<file path="src/rtl/spi_sck_gen_pkg.sv">
// Shared definitions for the SPI serial-clock generator: state encoding and
// default widths for the baud divider and frame-length fields.
package spi_sck_gen_pkg;

    localparam int DIV_W_DEFAULT = 8;
    localparam int LEN_W_DEFAULT = 5;

    typedef enum logic [1:0] {
        ST_IDLE  = 2'd0,
        ST_LEAD  = 2'd1,
        ST_RUN   = 2'd2,
        ST_TRAIL = 2'd3
    } state_e;

endpackage

</file>
<file path="src/rtl/spi_baud_tick.sv">
// Half-period tick counter: tick is high for one cycle every div+1 cycles while
// clr is low; the count reloads on each tick so it never wraps.
module spi_baud_tick
    import spi_sck_gen_pkg::*;
#(
    parameter int DIV_W = DIV_W_DEFAULT
) (
    input  logic             clk,
    input  logic             rst_n,
    input  logic             clr,
    input  logic [DIV_W-1:0] div,
    output logic             tick
);

    logic [DIV_W-1:0] cnt_q;
    logic [DIV_W-1:0] cnt_d;

    assign tick = !clr && (cnt_q == div);

    always_comb begin
        cnt_d = cnt_q + DIV_W'(1);
        if (clr || tick) begin
            cnt_d = '0;
        end
    end

    always_ff @(posedge clk or negedge rst_n) begin
        if (!rst_n) begin
            cnt_q <= '0;
        end else begin
            cnt_q <= cnt_d;
        end
    end

endmodule

</file>
<file path="src/rtl/spi_sck_gen.sv">
// SPI master clock/framing generator: produces SCK, slave select and the
// shift/sample enables for one frame, all as clk-synchronous registered outputs.
module spi_sck_gen
    import spi_sck_gen_pkg::*;
#(
    parameter int DIV_W = DIV_W_DEFAULT,
    parameter int LEN_W = LEN_W_DEFAULT
) (
    input  logic             clk,
    input  logic             rst_n,
    input  logic             start,
    input  logic             abort,
    input  logic             cpol,
    input  logic             cpha,
    input  logic [DIV_W-1:0] div,
    input  logic [LEN_W-1:0] len,
    output logic             sck_out,
    output logic             ss_n,
    output logic             shift_en,
    output logic             sample_en,
    output logic             busy,
    output logic             done
);

    localparam int EDGE_W = LEN_W + 2;

    state_e             state_q, state_d;
    logic               cpol_q, cpol_d;
    logic               cpha_q, cpha_d;
    logic [DIV_W-1:0]   div_q, div_d;
    logic [LEN_W-1:0]   len_q, len_d;
    logic [EDGE_W-1:0]  edge_q, edge_d;
    logic               sck_q, sck_d;
    logic               shift_q, shift_d;
    logic               sample_q, sample_d;
    logic               done_q, done_d;

    logic               tick;
    logic               tick_clr;
    logic [LEN_W:0]     len_p1;
    logic [EDGE_W-1:0]  edge_total;
    logic [EDGE_W-1:0]  edge_n;
    logic               edge_shift;
    logic               edge_sample;

    assign tick_clr = (state_q == ST_IDLE) || abort;

    spi_baud_tick #(
        .DIV_W (DIV_W)
    ) u_baud_tick (
        .clk   (clk),
        .rst_n (rst_n),
        .clr   (tick_clr),
        .div   (div_q),
        .tick  (tick)
    );

    // Toggle n is applied when edge_q steps to n; odd toggles are leading edges.
    assign len_p1      = {1'b0, len_q} + (LEN_W + 1)'(1);
    assign edge_total  = {len_p1, 1'b0};
    assign edge_n      = edge_q + EDGE_W'(1);
    assign edge_shift  = edge_n[0] ? cpha_q : (!cpha_q && (edge_n != edge_total));
    assign edge_sample = edge_n[0] ? !cpha_q : cpha_q;

    always_comb begin
        state_d  = state_q;
        cpol_d   = cpol_q;
        cpha_d   = cpha_q;
        div_d    = div_q;
        len_d    = len_q;
        edge_d   = edge_q;
        sck_d    = sck_q;
        shift_d  = 1'b0;
        sample_d = 1'b0;
        done_d   = 1'b0;

        if (state_q == ST_IDLE) begin
            sck_d = cpol;
            if (start) begin
                cpol_d  = cpol;
                cpha_d  = cpha;
                div_d   = div;
                len_d   = len;
                edge_d  = '0;
                shift_d = !cpha;
                state_d = ST_LEAD;
            end
        end else if (abort) begin
            state_d = ST_IDLE;
            sck_d   = cpol_q;
            edge_d  = '0;
        end else if (tick) begin
            case (state_q)
                ST_LEAD: begin
                    state_d  = ST_RUN;
                    sck_d    = !sck_q;
                    edge_d   = edge_n;
                    shift_d  = edge_shift;
                    sample_d = edge_sample;
                end
                ST_RUN: begin
                    if (edge_q == edge_total) begin
                        state_d = ST_TRAIL;
                    end else begin
                        sck_d    = !sck_q;
                        edge_d   = edge_n;
                        shift_d  = edge_shift;
                        sample_d = edge_sample;
                    end
                end
                ST_TRAIL: begin
                    state_d = ST_IDLE;
                    edge_d  = '0;
                    done_d  = 1'b1;
                end
                default: begin
                    state_d = ST_IDLE;
                end
            endcase
        end
    end

    always_ff @(posedge clk or negedge rst_n) begin
        if (!rst_n) begin
            state_q  <= ST_IDLE;
            cpol_q   <= 1'b0;
            cpha_q   <= 1'b0;
            div_q    <= '0;
            len_q    <= '0;
            edge_q   <= '0;
            sck_q    <= 1'b0;
            shift_q  <= 1'b0;
            sample_q <= 1'b0;
            done_q   <= 1'b0;
        end else begin
            state_q  <= state_d;
            cpol_q   <= cpol_d;
            cpha_q   <= cpha_d;
            div_q    <= div_d;
            len_q    <= len_d;
            edge_q   <= edge_d;
            sck_q    <= sck_d;
            shift_q  <= shift_d;
            sample_q <= sample_d;
            done_q   <= done_d;
        end
    end

    assign sck_out   = sck_q;
    assign shift_en  = shift_q;
    assign sample_en = sample_q;
    assign done      = done_q;
    assign busy      = (state_q != ST_IDLE);
    assign ss_n      = !busy;

endmodule

</file>
<file path="config.mk">
export PLATFORM = sky130hd
export DESIGN_NAME = spi_sck_gen
export DESIGN_NICKNAME = d
export VERILOG_FILES = /design/src/rtl/spi_sck_gen_pkg.sv /design/src/rtl/spi_baud_tick.sv /design/src/rtl/spi_sck_gen.sv
export SDC_FILE = /design/constraint.sdc
export NUM_CORES = 1
export LEC_CHECK = 0
export ABC_AREA = 1
export CORE_UTILIZATION = 50
export DETAILED_ROUTE_END_ITERATION = 8
export PLACE_DENSITY_LB_ADDON = 0.1
export SYNTH_ARGS = -nofsm -noshare
export SYNTH_HDL_FRONTEND = slang
export SYNTH_HIERARCHICAL = 1
export SYNTH_SLANG_ARGS = --single-unit
</file>
<file path="constraint.sdc">
create_clock -name clk -period 4.8 [get_ports clk]
set_input_delay 0.96 -clock clk [delete_from_list [all_inputs] [get_ports clk]]
set_output_delay 0.96 -clock clk [all_outputs]
set_load 0.02 [all_outputs]
</file>
Word level (Yosys, flattened, before mapping)
Index checks and enable logic that the tools add are counted.
{"block": "word_totals", "reg_bits": 36, "in_bits": 19, "output_inout_bits": 6, "wordCells": 76}
{"block": "op_classes", "n_addsub": 3, "eq_ne": 9, "n_mux": 35, "n_reduce_logical": 18}
{"cell": "7-bit two-way mux", "n": 5}
{"cell": "7-bit one-hot mux with 3 select lines", "n": 1}
{"cell": "1-bit two-way mux", "n": 19}
{"cell": "2-bit two-way mux", "n": 5}
{"cell": "8-bit by 1-bit adder with 8-bit output, second input constant", "n": 1}
{"cell": "8-bit == test", "n": 1}
{"cell": "8-bit two-way mux", "n": 1}
{"cell": "4-bit != test, second input constant", "n": 2}
{"cell": "7-bit by 1-bit adder with 7-bit output, second input constant", "n": 1}
{"cell": "7-bit == test", "n": 1}
{"cell": "7-bit != test", "n": 1}
{"cell": "5-bit by 1-bit adder with 6-bit output, second input constant", "n": 1}
{"cell": "1-bit one-hot mux with 2 select lines", "n": 3}
{"cell": "3-bit AND reduction", "n": 2}
{"cell": "1-bit zero test", "n": 5}
{"cell": "5-bit nonzero test", "n": 1}
{"cell": "2-bit == test, second input constant", "n": 2}
{"cell": "2-bit one-hot mux with 2 select lines", "n": 1}
{"cell": "4-bit AND reduction", "n": 1}
{"cell": "4-bit nonzero test", "n": 1}
{"cell": "3-bit nonzero test", "n": 1}
{"cell": "2-bit by 1-bit == test with 1-bit output, second input constant", "n": 1}
{"cell": "1-bit logical AND", "n": 2}
{"cell": "2-bit zero test", "n": 1}
{"cell": "other kinds (4)", "n": 5}

Depth between registers and ports, before layout
Gate-level depths: netlist of the first run.
{"block": "logic_depth", "word_depth": 9, "depth_mapped": 12, "mapped_depth_nobuf": 12}

By module
Netlist of the first run, hierarchy kept.
{"mod": "spi_sck_gen", "n_inst": 1, "cells_each": 230, "area_per_inst_um2": 1750.4, "seq_area_each_um2": 700.7}
{"mod": "spi_baud_tick", "n_inst": 1, "cells_each": 71, "area_per_inst_um2": 514.2, "seq_area_each_um2": 200.2}

Least setup slack after synthesis of the first run
OpenSTA, ideal clock, no wires.
{"block": "synth_path", "path_kind": "input -> register", "from": "input abort", "to": "register edge_q[0]", "setup_time_ns": 0.118, "t_arrival_ns": 1.920, "required_time_ns": 4.682, "slack_ns": 2.762, "cell_stages": 8, "n_path_buf": 0, "path_cell_list": "nor2_4 inv_2 nor2_1 o22ai_1 a21oi_2 nand2_4 nand2_1 nand2_1"}
{"block": "synth_via", "elab_chain_cells": 5, "elab_cells_between_ends": 9, "classes_between": "eq/ne (1); mux (2); reduce/logical (6)"}
{"element": "start: declaration", "line_no": "spi_sck_gen.sv:12", "text": "input logic abort,"}
{"element": "1-bit logical OR", "line_no": "spi_sck_gen.sv:46", "text": "assign tick_clr = (state_q == ST_IDLE) || abort;"}
{"element": "via tick_clr", "line_no": "spi_sck_gen.sv:39", "text": "logic tick_clr;"}
{"element": "1-bit zero test", "line_no": "spi_baud_tick.sv:18", "text": "assign tick = !clr && (cnt_q == div);"}
{"element": "1-bit logical AND", "line_no": "spi_baud_tick.sv:18"}
{"element": "via tick", "line_no": "spi_sck_gen.sv:38", "text": "logic tick;"}
{"element": "3-bit nonzero test (no source line)"}
{"element": "4-bit AND reduction (no source line)"}
{"element": "end signal: assignment", "line_no": "spi_sck_gen.sv:141", "text": "edge_q <= edge_d;"}
{"element": "end: declaration", "line_no": "spi_sck_gen.sv:32", "text": "logic [EDGE_W-1:0] edge_q, edge_d;"}
The timed path passes the listed nets, and every way through them passes these cells.
A chain may end at the register's enable or synchronous reset.

Final worst setup path of the first run
{"block": "layout_path", "from": "register state_q[0]", "to": "output busy"}
{"block": "layout_via", "elab_chain_cells": 1}
{"element": "start: declaration", "line_no": "spi_sck_gen.sv:27", "text": "state_e state_q, state_d;"}
{"element": "start signal: assignment", "line_no": "spi_sck_gen.sv:136", "text": "state_q <= state_d;"}
{"element": "2-bit nonzero test", "line_no": "spi_sck_gen.sv:153", "text": "assign busy = (state_q != ST_IDLE);"}
{"element": "end: declaration", "line_no": "spi_sck_gen.sv:21", "text": "output logic busy,"}
No other way between the ends.

==> metrics.md, run 1 <==
| Metric | Value |
|---|---|
| Status | completed |
| Initial antenna violation count | 0 |
| Number of register bits inferred by synthesis | 36 |
| Setup repair after global routing missed its margin | false |
| Part of the total power dissipated in the clock network | 0.162 |
| Setup Fix Bufs, Post-CTS | 0 |
| Most frequent cells in the layout | 91 x sky130_fd_sc_hd__nand2_1, 40 x sky130_fd_sc_hd__inv_1, 36 x sky130_fd_sc_hd__dfrtp_1 |
| Sum of routed wire length over all layers | 4.39 mm |
| Placement Cell Area | 2540 um^2 |
| Sequential Power Share | 0.352 |
| Synthesized area per cell | 7.52 um^2 |
| CTS hold repair buffers | 0 |
| Count of mapped cells out of synthesis | 301 |
| Latest clock arrival within the worst-skew pair | 280 ps |
| Sw Pwr | 601 uW |
| Post-synth top area cell | sky130_fd_sc_hd__dfrtp_1 |
| DRC violation total after the first TritonRoute iteration | 88 |
| Wire length of the first global-routing pass | 7.90 mm |
| Worst setup slack before clock tree synthesis | 2130 ps |
| Critical path capture point type | output pin |
| Count of distinct cell types in the synthesized netlist | 31 |
| Pwr Density | 526 nW/um^2 |
| Vias | 1907 |
| Clock slew at the register clock pins of the worst setup and hold paths | 70 ps |
| Critical Path AT | 1860 ps |
| Hold violation total from the final report | 0 |
| Worst-case clock buffer depth | 2 |
| GRT Total Usage | 0.205 |
| Die extent in x | 69.3 um |
| Clock tree from TritonCTS | done |
| Final non-filler cell total | 381 |
| Worst hold path cell count | 2 |
| Starting Density | 0.520 |
| Type of the worst setup path | reg2out |
| Largest net degree at the start of global routing | 37 |
| Fin crit share | 0.588 |
| Die Area | 4800 um^2 |
| Vias in the first global route | 1832 |
| Number of max-slew violations in the final report | 0 |
| Hold wc startpoint | cpol_q |
| Count of filler cells inserted in the layout | 422 |
| Mapped Nets | 327 |
| Maximum fanout count along the critical path | 6 |
| Final routed DRC violation total | 0 |
| Leading cell types by total area after synthesis | sky130_fd_sc_hd__dfrtp_1 40%, sky130_fd_sc_hd__nand2_1 15%, sky130_fd_sc_hd__inv_1 6.6%, sky130_fd_sc_hd__nand3_1 6.0%, sky130_fd_sc_hd__nor2_1 5.1% |
| Antenna diode count | 0 |
| Vertical extent of the die | 69.3 um |
| VDD IR-drop max | 0.384 mV |
| Worst reg-to-reg path cell count | 12 |
| Post-detail-place hpwl | 3.29 mm |
| Net count reported at finish | 354 |
| Maximum clock frequency | 0.354 GHz |
| Sink count of the clock tree | 36 |
| Worst hold path class | reg2reg |
| H-Tree Level Count | 2 |
| Quantity of gates resized following cts | 0 |
| Capturing point of the worst reg2reg path | state_q[1] |
| Worst slew margin relative to its limit | 0.463 |
| Layout overhead on the synthesized area | 16.2% |
| Remaining global-route overflow | 0 |
| Leakage | 1.29 nW |
| Share of the synthesized area in the top cell type | 0.398 |
| Most frequent standard cell in the layout excluding fill and tap cells | sky130_fd_sc_hd__nand2_1 |
| Clock root buffer master | sky130_fd_sc_hd__clkbuf_8 |
| Switching part of the total | 0.434 |
| TritonCTS buffer count | 5 |
| Weighted congestion at the end of routability-driven global placement | 0.832 |
| Skew final | 2.11 ps |
| Register-to-register setup slack | 2730 ps |
| Fraction of final layout cells with drive strength greater than 1 | 0.116 |
| Accumulated negative setup slack | 0 ps |
| Routed WL per cell | 11.5 um |
| Warnings, synthesis | 6 |
| Sequential area share after synthesis | 0.398 |
| Post-synthesis instance area | 2260 um^2 |
| Critical R2R Launch | len_q[0] |
| Iteration count of the initial detailed-routing pass | 4 |
| Internal Pwr Total | 783 uW |
| Core area | 4350 um^2 |
| Via density | 5.01 |
| Area of all placed cells without fillers | 2630 um^2 |
| Final Critical Period | 2820 ps |
| Min setup slack post-route | 1980 ps |
| Kind of launch point of the worst setup path | register |
| Count of antenna-violating nets left after detailed routing | 0 |
| Worst endpoint required time | 3840 ps |
| Row Count | 24 |
| Placed instance count | 373 |
| Comb pwr share | 0.487 |
| Capture endpoint of the worst hold path | cpol_q |
| Finish-stage setup viols | 0 |
| Max-cap violation count | 0 |
| Slew of the pin with the lowest slew margin | 806 ps |
| Number of primary I/O pins | 25 |
| Count of input and output buffers | 24 |
[Yosys cell counts (all sizes together)]
library cell,count
nand2,97
inv,44
dfrtp,36
nor2,35
nand3,30
mux2,9
a21oi,8
o21ai,8
ha,7
nand4,7
xnor2,5
xor2,4
buf,3
nor3,3
clkbuf,1
clkinv,1
o211ai,1
o21bai,1
o22ai,1
[power by group through the flow]
| stage | Clock [mW] | Sequential [mW] | Combinational (mW) |
|---|---|---|---|
| 2_1_floorplan | 0 | 0.465 | 0.552 |
| 3_3_place_gp | 0 | 0.491 | 0.666 |
| 3_5_place_dp | 0 | 0.493 | 0.676 |
| 4_1_cts | 0.234 | 0.487 | 0.682 |
| 5_1_grt | 0.243 | 0.501 | 0.774 |
| 6_report | 0.224 | 0.487 | 0.674 |
[flip-flops by register name, indices dropped and copies added (netlist names)]
register	flops
sample_en	1
done	1
cpha_q	1
state_q	2
sck_out	1
u_baud_tick/cnt_q	8
shift_en	1
div_q	8
edge_q	7
len_q	5
cpol_q	1
[critical path: stages, from the launching register on]
cell and delay [ps]:
sky130_fd_sc_hd__dfrtp_1 410, sky130_fd_sc_hd__inv_1 80, sky130_fd_sc_hd__ha_1 300, sky130_fd_sc_hd__inv_1 160
sky130_fd_sc_hd__clkdlybuf4s50_1 620
[logic make-up after synthesis]
logic type               synth area share
multiplexers                       0.0448
AO/OA/AOI/OAI                      0.0464
buffers and inverters              0.0867
AND/OR/NAND/NOR                     0.351
XOR/XNOR                           0.0348
flip-flops                          0.398
adder cells (fa/ha/maj)            0.0387
[worst max-delay path by stage]
| stage | startpoint | endpoint | depth (start not counted) |
|---|---|---|---|
| floorplan | abort | edge_q[0] | 8 |
| global placement | abort | edge_q[0] | 9 |
| detailed placement | abort | edge_q[6] | 9 |
| CTS | state_q[0] | busy | 4 |
| global route | state_q[0] | busy | 4 |
| finish | state_q[0] | busy | 4 |
[final cells by class]
class                   instances  area, um^2  area share
multi-input cells             216        1170       0.444
flip-flops and latches         36         901       0.342
repair buffers                 24         235      0.0894
inverters                      45         169      0.0642
clock buffers                   7        86.3      0.0328
well taps                      52        65.1      0.0247
clock inverters                 1        7.51     0.00285
[stage by stage]
| step | utilization | hold WS (ps) | power [mW] |
|---|---|---|---|
| after global placement | 0.583 | 478 | 1.16 |
| after CTS | 0.604 | 513 | 1.40 |
| after global routing | 0.604 | 531 | 1.52 |
| final | 0.604 | 505 | 1.38 |
| after detailed placement | 0.583 | 486 | 1.17 |
| after floorplan | - | 454 | 1.02 |
[layer usage]
metal / global-route usage / up-vias / wire length, um
li1: - / 1000 / -
met1: 0.272 / 866 / 2110
met2: 0.330 / 35 / 2040
met3: 0.0451 / 6 / 171
met4: 0.0748 / 0 / 65
met5: 0 / - / 0
No activity file was read; power rests on OpenSTA's default activity.
==> run 2, diff against run 1 <==
==> constraint.sdc (replaced) <==
create_clock -name clk -period 2.3 [get_ports clk]
set_input_delay 0.46 -clock clk [delete_from_list [all_inputs] [get_ports clk]]
set_output_delay 0.46 -clock clk [all_outputs]
set_load 0.02 [all_outputs]
==> metrics.md, run 2 (same netlist as run 1, synthesis figures left out) <==
| Metric | Value |
|---|---|
| Count of input and output buffers | 24 (unchanged) |
| Die Area | 4800 um^2 (unchanged) |
| Slowest library cell on the worst path | sky130_fd_sc_hd__clkdlybuf4s50_1 |
| GRT Total Usage | 0.204 (-0.00124) |
| Type of the worst setup path | reg2out |
| Critical Path AT | 1770 ps (-90 ps) |
| Count of filler cells inserted in the layout | 405 (-4.0%) |
| Comb pwr share | 0.501 (+0.014) |
| Critical path capture point type | output pin |
| Core area | 4350 um^2 (unchanged) |
| Layout overhead on the synthesized area | 16.9% |
| Slew of the pin with the lowest slew margin | 791 ps (-15.0 ps) |
| Worst slew margin relative to its limit | 0.473 (+0.00999) |
| Weighted congestion at the end of routability-driven global placement | 0.855 (+2.8%) |
| Antenna diode count | 0 (unchanged) |
| Worst hold path class | in2async |
| Max-cap violation count | 0 (unchanged) |
| Fraction of final layout cells with drive strength greater than 1 | 0.127 (+0.0110) |
| Fin crit share | 0.970 |
| Remaining global-route overflow | 0 (unchanged) |
| Maximum clock frequency | 0.448 GHz |
| Vias in the first global route | 1830 (-0.11%) |
| Top flop regs | div_q (8), u_baud_tick/cnt_q (8), edge_q (7) |
| Pwr Density | 1090 nW/um^2 (+110%) |
| Clock slew at the register clock pins of the worst setup and hold paths | 70 ps (about the same) |
| Post-detail-place hpwl | 3.33 mm (+1.3%) |
| Row Count | 24 (unchanged) |
| Most frequent standard cell in the layout excluding fill and tap cells | sky130_fd_sc_hd__nand2_1 |
| Finish-stage setup viols | 0 (unchanged) |
| Net count reported at finish | 357 (+0.85%) |
| Latest clock arrival within the worst-skew pair | 290 ps (about the same) |
| Initial antenna violation count | 0 (unchanged) |
| Hold violation total from the final report | 0 (unchanged) |
| WHS | 251 ps (-254 ps) |
| Skew final | 3.39 ps (+1.28 ps) |
| Kind of launch point of the worst setup path | register |
| Part of the total power dissipated in the clock network | 0.153 (-0.009) |
| Sink count of the clock tree | 36 (unchanged) |
| Internal Pwr Total | 1.62 mW (+110%) |
| Final Critical Period | 2230 ps |
| Final non-filler cell total | 384 (+0.79%) |
| Number of primary I/O pins | 25 (unchanged) |
| Sum of routed wire length over all layers | 4.33 mm (-1.4%) |
| H-Tree Level Count | 2 (unchanged) |
| Wire length of the first global-routing pass | 7.78 mm (-1.5%) |
| TritonCTS buffer count | 5 (unchanged) |
| DRC violation total after the first TritonRoute iteration | 127 (+44%) |
| Accumulated negative setup slack | 0 ps (unchanged) |
| Sw Pwr | 1.26 mW (+110%) |
| Sequential Power Share | 0.346 (-0.006) |
| Leakage | 1.31 nW (+1.5%) |
| Clock tree from TritonCTS | done |
| Iteration count of the initial detailed-routing pass | 4 (unchanged) |
| Largest net degree at the start of global routing | 37 (unchanged) |
| Cell breakdown of the critical path | inv_1, ha_1, clkdlybuf4s50_1 |
| VDD IR-drop max | 0.793 mV (+110%) |
| Setup repair after global routing missed its margin | false |
| Most frequent cells in the layout | 91 x sky130_fd_sc_hd__nand2_1, 40 x sky130_fd_sc_hd__inv_1, 36 x sky130_fd_sc_hd__dfrtp_1 |
| Switching part of the total | 0.438 (+0.00366) |
| Vertical extent of the die | 69.3 um (unchanged) |
| Clock root buffer master | sky130_fd_sc_hd__clkbuf_8 |
| Via density | 4.93 (-1.4%) |
| Maximum fanout count along the critical path | 6 (unchanged) |
| Worst setup path startpoint | state_q[0] |
| Routed WL per cell | 11.3 um (-2.1%) |
| Vias | 1895 (-0.63%) |
| Starting Density | 0.520 (unchanged) |
| Critical R2R Launch | state_q[0] |
| Biggest cell delay along the critical path | 660 ps (+40 ps) |
| Die extent in x | 69.3 um (unchanged) |
| Final routed DRC violation total | 0 (unchanged) |
| Status | completed |
| Placed instance count | 376 (+0.80%) |
| Number of max-slew violations in the final report | 0 (unchanged) |
| Worst reg-to-reg path cell count | 10 (-2) |
| Worst endpoint required time | 1840 ps (-2000 ps) |
| Count of antenna-violating nets left after detailed routing | 0 (unchanged) |
| Worst-case clock buffer depth | 2 (unchanged) |
-- run 2: through the flow --
step	worst slack, ps	utilization	power (mW)	instance area (um^2)
floorplan	419	-	2.12	2260
CTS	50.5	0.608	2.92	2650
global route	1.73	0.608	3.16	2650
finish	68.6	0.608	2.88	2650
global placement	248	0.588	2.44	2560
detailed placement	207	0.588	2.47	2560
-- run 2: path summary, 6_finish.rpt --
| path | end | slack [ps] |
|---|---|---|
| setup / recovery | ss_n | 70 |
| hold / removal | div_q[1] | 250 |
| setup reg to reg | edge_q[0] | 370 |
| hold reg to reg | cpol_q | 500 |
| max in group asynchronous | sck_out | 1550 |
| min in group clk | cpol_q | 500 |
-- run 2: layout make-up --
cell class | instances | area [um^2] | area share
Tap cell | 52 | 65.1 | 0.0246
Clock buffer | 5 | 68.8 | 0.0260
Multi-Input combinational cell | 216 | 1170 | 0.441
Clock inverter | 3 | 18.8 | 0.00709
Sequential cell | 36 | 901 | 0.340
Timing Repair Buffer | 27 | 256 | 0.0969
Inverter | 45 | 169 | 0.0638
-- run 2: per-layer routing --
layer  global-route usage  vias to the layer above  part of all wire
met2                0.340                       39              0.46
li1                     -                     1011                 -
met3               0.0509                        5             0.050
met4               0.0635                        0             0.013
met1                0.260                      840              0.48
met5                    0                        -                 0
-- run 2: power groups by stage --
stage	clock [mW]	sequential (mW)	combinational (mW)
floorplan	0	0.970	1.15
global route	0.488	1.02	1.65
global placement	0	1.00	1.44
CTS	0.458	0.999	1.46
detailed placement	0	1.01	1.46
finish	0.440	0.996	1.44
-- run 2: timing repair --
item	4_1_cts	5_1_grt
setup buffers	0	0
endpoints found under the hold margin	0	0
hold buffers	0	0
resized for setup	1	0
setup endpoints to repair	1	0
-- run 2: worst max-delay path, delay by kind of cell, from the launching register on --
kind                     cells  cell delay [ps]
adder cells (fa/ha/maj)      1              310
flip-flops                   1              420
buffers and inverters        2              750
